<file path="config.mk">
export PLATFORM = sky130hd
export DESIGN_NAME = cpu6_mux_uart
export DESIGN_NICKNAME = d
export VERILOG_FILES = /design/src/rtl/cpu6_mux_uart.sv
export SDC_FILE = /design/constraint.sdc
export NUM_CORES = 1
export LEC_CHECK = 0
export CAP_MARGIN = 5
export CORE_ASPECT_RATIO = 1.25
export CORE_MARGIN = 8
export CORE_UTILIZATION = 57
export DETAILED_ROUTE_END_ITERATION = 8
export PLACE_DENSITY = 0.85
export SLEW_MARGIN = 40
export SYNTH_ARGS = -nofsm -noshare
export SYNTH_HDL_FRONTEND = slang
export SYNTH_SLANG_ARGS = --single-unit
</file>
<file path="constraint.sdc">
create_clock -name clock -period 2.7 [get_ports clock]
set_input_delay 0.54 -clock clock [delete_from_list [all_inputs] [get_ports clock]]
set_output_delay 0.54 -clock clock [all_outputs]
set_load 0.01 [all_outputs]
</file>
<file path="src/rtl/cpu6_mux_uart.sv">
// CPU6 MUX channel 0: memory-mapped 8N1 serial port with a status register at
// BASE_ADDRESS and a data register at BASE_ADDRESS+1.
module cpu6_mux_uart #(
  parameter logic [15:0] BASE_ADDRESS = 16'hF200,
  parameter int          CLKS_PER_BIT = 16
) (
  input  logic        clock,
  input  logic        reset,
  input  logic [15:0] addressBus,
  input  logic [7:0]  writeData,
  output logic [7:0]  readData,
  input  logic        writeEnable,
  input  logic        readEnable,
  output logic        selected,
  output logic        txd,
  input  logic        rxd
);

  localparam logic [15:0] DATA_ADDRESS = BASE_ADDRESS + 16'd1;
  localparam logic [15:0] BIT_LAST     = 16'(CLKS_PER_BIT - 1);
  localparam logic [15:0] HALF_LAST    = 16'(CLKS_PER_BIT / 2 - 1);

  typedef enum logic [1:0] {TX_IDLE, TX_START, TX_DATA, TX_STOP} txState_t;
  typedef enum logic [1:0] {RX_IDLE, RX_START, RX_DATA, RX_STOP} rxState_t;

  txState_t    txState_r;
  logic [15:0] txCnt_r;
  logic [2:0]  txBitIdx_r;
  logic [7:0]  txShift_r;
  logic        txd_r;
  logic [7:0]  holdReg_r;
  logic        holdFull_r;

  rxState_t    rxState_r;
  logic [15:0] rxCnt_r;
  logic [2:0]  rxBitIdx_r;
  logic [7:0]  rxShift_r;
  logic [7:0]  rxBuf_r;
  logic        rxReady_r;
  logic        overrun_r;
  logic        framingErr_r;
  logic        rxMeta_r;
  logic        rxs_r;

  logic statusSel_s;
  logic dataSel_s;
  logic statusWrite_s;
  logic dataWrite_s;
  logic dataRead_s;
  logic txTake_s;
  logic rxDeliver_s;

  assign statusSel_s   = (addressBus == BASE_ADDRESS);
  assign dataSel_s     = (addressBus == DATA_ADDRESS);
  assign selected      = statusSel_s | dataSel_s;
  assign statusWrite_s = writeEnable & statusSel_s;
  assign dataWrite_s   = writeEnable & dataSel_s;
  // A simultaneous write wins, so the read then has no side effect.
  assign dataRead_s    = readEnable & ~writeEnable & dataSel_s;
  assign txTake_s      = (txState_r == TX_IDLE) & holdFull_r;
  assign rxDeliver_s   = (rxState_r == RX_STOP) & (rxCnt_r == BIT_LAST);
  assign txd           = txd_r;

  // Register read mux, valid in the same cycle the address is presented
  always_comb begin
    readData = 8'h00;
    if (statusSel_s) begin
      readData = {4'b0000, framingErr_r, overrun_r, ~holdFull_r, rxReady_r};
    end else if (dataSel_s) begin
      readData = rxBuf_r;
    end else begin
      readData = 8'h00;
    end
  end

  // Transmit holding register; a write on the take edge refills it
  always_ff @(posedge clock or negedge reset) begin
    if (!reset) begin
      holdReg_r  <= 8'h00;
      holdFull_r <= 1'b0;
    end else if (dataWrite_s && (!holdFull_r || txTake_s)) begin
      holdReg_r  <= writeData;
      holdFull_r <= 1'b1;
    end else if (txTake_s) begin
      holdFull_r <= 1'b0;
    end
  end

  // Transmit FSM; txd is registered from the state, lagging it by one cycle
  always_ff @(posedge clock or negedge reset) begin
    if (!reset) begin
      txState_r  <= TX_IDLE;
      txCnt_r    <= 16'd0;
      txBitIdx_r <= 3'd0;
      txShift_r  <= 8'h00;
      txd_r      <= 1'b1;
    end else begin
      case (txState_r)
        TX_IDLE: begin
          txd_r      <= 1'b1;
          txCnt_r    <= 16'd0;
          txBitIdx_r <= 3'd0;
          if (holdFull_r) begin
            txShift_r <= holdReg_r;
            txState_r <= TX_START;
          end
        end
        TX_START: begin
          txd_r <= 1'b0;
          if (txCnt_r == BIT_LAST) begin
            txCnt_r   <= 16'd0;
            txState_r <= TX_DATA;
          end else begin
            txCnt_r <= txCnt_r + 16'd1;
          end
        end
        TX_DATA: begin
          txd_r <= txShift_r[0];
          if (txCnt_r == BIT_LAST) begin
            txCnt_r    <= 16'd0;
            txShift_r  <= {1'b0, txShift_r[7:1]};
            txBitIdx_r <= txBitIdx_r + 3'd1;
            if (txBitIdx_r == 3'd7) begin
              txState_r <= TX_STOP;
            end
          end else begin
            txCnt_r <= txCnt_r + 16'd1;
          end
        end
        TX_STOP: begin
          txd_r <= 1'b1;
          if (txCnt_r == BIT_LAST) begin
            txCnt_r   <= 16'd0;
            txState_r <= TX_IDLE;
          end else begin
            txCnt_r <= txCnt_r + 16'd1;
          end
        end
        default: begin
          txd_r     <= 1'b1;
          txCnt_r   <= 16'd0;
          txState_r <= TX_IDLE;
        end
      endcase
    end
  end

  // Two-flop synchronizer for the asynchronous serial input
  always_ff @(posedge clock or negedge reset) begin
    if (!reset) begin
      rxMeta_r <= 1'b1;
      rxs_r    <= 1'b1;
    end else begin
      rxMeta_r <= rxd;
      rxs_r    <= rxMeta_r;
    end
  end

  // Receive FSM plus the CPU-visible receive flags and buffer
  always_ff @(posedge clock or negedge reset) begin
    if (!reset) begin
      rxState_r    <= RX_IDLE;
      rxCnt_r      <= 16'd0;
      rxBitIdx_r   <= 3'd0;
      rxShift_r    <= 8'h00;
      rxBuf_r      <= 8'h00;
      rxReady_r    <= 1'b0;
      overrun_r    <= 1'b0;
      framingErr_r <= 1'b0;
    end else begin
      case (rxState_r)
        RX_IDLE: begin
          rxCnt_r    <= 16'd0;
          rxBitIdx_r <= 3'd0;
          if (!rxs_r) begin
            rxState_r <= RX_START;
          end
        end
        RX_START: begin
          // Re-check mid start bit; a high level here was only a glitch
          if (rxCnt_r == HALF_LAST) begin
            rxCnt_r   <= 16'd0;
            rxState_r <= rxs_r ? RX_IDLE : RX_DATA;
          end else begin
            rxCnt_r <= rxCnt_r + 16'd1;
          end
        end
        RX_DATA: begin
          if (rxCnt_r == BIT_LAST) begin
            rxCnt_r    <= 16'd0;
            rxShift_r  <= {rxs_r, rxShift_r[7:1]};
            rxBitIdx_r <= rxBitIdx_r + 3'd1;
            if (rxBitIdx_r == 3'd7) begin
              rxState_r <= RX_STOP;
            end
          end else begin
            rxCnt_r <= rxCnt_r + 16'd1;
          end
        end
        RX_STOP: begin
          if (rxCnt_r == BIT_LAST) begin
            rxCnt_r   <= 16'd0;
            rxState_r <= RX_IDLE;
          end else begin
            rxCnt_r <= rxCnt_r + 16'd1;
          end
        end
        default: begin
          rxCnt_r   <= 16'd0;
          rxState_r <= RX_IDLE;
        end
      endcase

      if (rxDeliver_s && (!rxReady_r || dataRead_s)) begin
        rxBuf_r   <= rxShift_r;
        rxReady_r <= 1'b1;
      end else if (dataRead_s) begin
        rxReady_r <= 1'b0;
      end

      // Setting a flag takes priority over a same-edge clear
      if (rxDeliver_s && rxReady_r && !dataRead_s) begin
        overrun_r <= 1'b1;
      end else if (statusWrite_s && writeData[2]) begin
        overrun_r <= 1'b0;
      end

      if (rxDeliver_s && !rxs_r) begin
        framingErr_r <= 1'b1;
      end else if (statusWrite_s && writeData[3]) begin
        framingErr_r <= 1'b0;
      end
    end
  end

endmodule

</file>
==> reports/results.txt <==
The run gives 59.2% as the starting utilization of the core area. The library cell used most frequently in the layout, excluding fill and tap cells, is sky130_fd_sc_hd__dfrtp_1. Of all flip-flops after synthesis, the portion carrying an async set or reset was 100%.

After clock tree synthesis, the clock-pin slew on the worst setup and hold paths is 90 ps. The final clock period utilization by the worst path is 100%, and the area used by sequential logic in the layout is 2030 um^2. The post-synthesis to final-layout area growth is 19.5%. Data on the critical path is required at its endpoint by 2160 ps.

TritonCTS built the clock tree. Count of flip-flops with a built-in enable after synthesis: 0. In this run the mean area of a mapped cell was 11.3 um^2.

Port buffering added 38 buffers. Global routing finished with a remaining overflow of 0. The critical path is of the input port to output port type. Time the worst path needs with I/O delays and setup: 2710 ps. The final setup violation count is 1, and the total DRC errors in the routed layout is 0. Entering global routing, the biggest net connects 53 pins.

After technology mapping, the gate count stands at 343. The run gives 3890 um^2 as the post-synthesis cell area. The detailed router placed 2731 vias in this run. The power density of the placed cells is 557 nW/um^2. The worst setup path is captured at an output port. The total of warnings raised by yosys is 0.

The min-delay analysis places its worst path in the category input port to async pin. The floorplan has 33 rows. Summed over all cells, the static leakage comes to 2.25 nW. Leaving out fill and tap cells, the most frequent cells in the layout are sky130_fd_sc_hd__dfrtp_1, sky130_fd_sc_hd__nor2_1, sky130_fd_sc_hd__mux2_2. Based on the critical path, the design can be clocked at up to 0.370 GHz. The tree is rooted in a sky130_fd_sc_hd__clkbuf_8. The tool flagged a number of max-cap violations equal to 0.

STA puts the critical path data arrival time at 2170 ps. The largest clock skew in the final design was 11.0 ps; the count of pins over their slew limit was 0. Once detailed placement completed, the half-perimeter wirelength came to 5420 um. The area taken by multi-input logic gates came out at 1760 um^2. Hold repair after CTS inserted 0 buffers. Dividing the detail-routed wire length by the instance count gives 15.7 um. In this run the remaining antenna-violating nets after routing total 0. Synthesis instantiated 47 different standard cells from the library. The number of global-route vias before repair was 2899. Clock tree synthesis inserted a total of 9 buffers.

In this run, the number of DRC markers left after iteration 0 of detailed routing was 80. The H-tree was split into 3 levels. 0 antenna diodes ended up in the layout.

The initial antenna violation count is 0. Setup repair after global routing could not meet its margin everywhere. At the end of routability-driven placement, the weighted congestion stood at 0.841.

The headroom to the max-slew limit is 56.3%, and the filler cell count is 453. For the pin with the worst max-slew slack, the measured transition is 656 ps. The final reports fail on setup timing. Summing internal, switching and leakage power gives 2.59 mW. Measured along the x axis, the die boundary spans 89.9 um. Clock latency on the worst-skew pair, taken at its later pin, is 350 ps. For this run, the register share of the synthesized area comes to 52.2%.

For the number of nets produced by synthesis, the log shows 383. The total core area was 6570 um^2; the final worst setup slack was -6.14 ps. Across all register-to-register paths, the minimum setup slack is 200 ps.

The number of vias per cell after detailed routing came out at 5.61. The logs give 7640 um for the final wirelength and 0 for the final-report hold violation count. The die is 108 um tall. For the detailed-routing iteration count for the pre-antenna-repair pass, the log shows 4. The number of flip-flops and latches in the synthesized netlist works out to 81. The fraction of final layout cells sized beyond drive strength 1 was 22.8%; the maximum resistive drop on vdd was 0.399 mV. Of all nets on the critical path, the largest fanout is 5.

The floorplan step defined a die boundary enclosing 9740 um^2. Counting every sink on the clock net gives 81. The overall fraction of global-route tracks in use was 16.5%; the wire length of the first global-routing pass was 13200 um. For this run, the post-layout net count is 435. The worst setup path is launched from an input port. The run finished, with violations left. The longest clock path from root to sink contains 2 buffers.

The prevailing post-synth register cell is sky130_fd_sc_hd__dfrtp_1. The boundary pin count was 39. Final design utilization: 70.8%.
-- cells by family after synthesis --
group,Yosys count,synth area share (%)
compound gates,39,7.11
xor+xnor,29,6.53
fa+ha+maj,11,3.54
buf+inv,26,2.64
flops,81,52.2
mux,28,8.88
simple gates,129,19.1
-- stage by stage --
step	TNS [ps]	worst slack (ps)	instances	hold WS (ps)	instance area, um^2
after CTS	0	2.42	486	226	4670
final	-6.14	-6.14	487	203	4650
after global routing	-223	-69.1	487	244	4650
after detailed placement	-6640	-639	466	347	4440
after global placement	-6490	-600	466	346	4440
after floorplan	0	3.57	343	244	3890
-- registers in the layout (all words and copies together), names as in the netlist, 2 cells and up, named ones only --
register and count:
rxCnt_r 16, txCnt_r 16, holdReg_r 8, rxBuf_r 8, rxShift_r 8, txShift_r 8, rxBitIdx_r 3, txBitIdx_r 3
txState_r 2
-- critical path, stage by stage --
cell and delay (ps):
sky130_fd_sc_hd__clkbuf_2 80, sky130_fd_sc_hd__or4b_4 550, sky130_fd_sc_hd__nor4_4 300, sky130_fd_sc_hd__buf_4 160, sky130_fd_sc_hd__buf_6 90, sky130_fd_sc_hd__and2_4 160, sky130_fd_sc_hd__a22o_1 150, sky130_fd_sc_hd__buf_2 130
-- cells in the mapped netlist, types with 2 or more instances --
| master | instances | area share, % |
|---|---|---|
| sky130_fd_sc_hd__nand3b_1 | 2 | 0.39 |
| sky130_fd_sc_hd__and3_1 | 4 | 0.64 |
| sky130_fd_sc_hd__mux2_2 | 20 | 5.8 |
| sky130_fd_sc_hd__nand2_1 | 18 | 1.7 |
| sky130_fd_sc_hd__o21a_1 | 2 | 0.39 |
| sky130_fd_sc_hd__clkbuf_1 | 7 | 0.68 |
| sky130_fd_sc_hd__nand2b_1 | 4 | 0.64 |
| sky130_fd_sc_hd__inv_1 | 15 | 1.4 |
| sky130_fd_sc_hd__nor2b_1 | 5 | 0.80 |
| sky130_fd_sc_hd__o22ai_1 | 8 | 1.3 |
| sky130_fd_sc_hd__o21ai_0 | 2 | 0.26 |
| sky130_fd_sc_hd__and3_2 | 4 | 0.77 |
| sky130_fd_sc_hd__a31oi_1 | 2 | 0.32 |
| sky130_fd_sc_hd__nor4_1 | 5 | 0.80 |
| sky130_fd_sc_hd__or4_1 | 5 | 0.97 |
| sky130_fd_sc_hd__and4_1 | 5 | 1.1 |
| sky130_fd_sc_hd__dfstp_2 | 3 | 2.0 |
| sky130_fd_sc_hd__nor2_1 | 40 | 3.9 |
| sky130_fd_sc_hd__nand4_1 | 5 | 0.80 |
| sky130_fd_sc_hd__dfrtp_1 | 78 | 50 |
| sky130_fd_sc_hd__xor2_1 | 13 | 2.9 |
| sky130_fd_sc_hd__o2bb2ai_1 | 2 | 0.45 |
| sky130_fd_sc_hd__a22o_1 | 8 | 1.8 |
| sky130_fd_sc_hd__ha_1 | 11 | 3.5 |
| sky130_fd_sc_hd__a21oi_1 | 10 | 1.3 |
| sky130_fd_sc_hd__nand3_1 | 14 | 1.8 |
| sky130_fd_sc_hd__mux2_4 | 8 | 3.1 |
| sky130_fd_sc_hd__buf_2 | 4 | 0.51 |
| sky130_fd_sc_hd__nor3_1 | 5 | 0.64 |
| sky130_fd_sc_hd__nor4_2 | 2 | 0.64 |
| sky130_fd_sc_hd__xnor2_1 | 16 | 3.6 |
-- layout make-up --
class,instances,share of cell area [%]
inverters,15,1.21
well taps,87,2.34
clock inverters,5,2.23
multi-input cells,236,37.9
repair buffers,52,9.77
flip-flops and latches,81,43.7
clock buffers,11,2.83
-- report_power, final --
group          switching (mW)  total [mW]  internal [mW]
Combinational           0.136       0.244          0.108
Clock                   0.430        1.04          0.615
Sequential             0.0489        1.30           1.25
-- metal layers --
metal  routed length (um)  global-route usage [%]  up-vias
met2                 4030                    29.2       36
li1                     -                       -     1317
met4                  183                    8.82        0
met5                    0                       0        -
met3                  187                    3.26       18
met1                 3250                    18.5     1360
-- worst paths after layout --
path	depth (start not counted)	endpoint	start
max	8	readData[2]	addressBus[8]
min	1	holdReg_r[1]	reset
max reg2reg	4	rxShift_r[7]	rxCnt_r[13]
min reg2reg	0	rxs_r	rxMeta_r
max in group asynchronous	2	rxs_r	reset
min in group clock	0	rxs_r	rxMeta_r
-- what timing repair did --
item / CTS / global route
endpoints found under the setup margin: 9 / 8
hold endpoints to repair: 0 / 0
buffers inserted: 4 / 1
resized for setup: 49 / 17
pin swaps: 5 / 5
(Power assumes the default switching activity.)
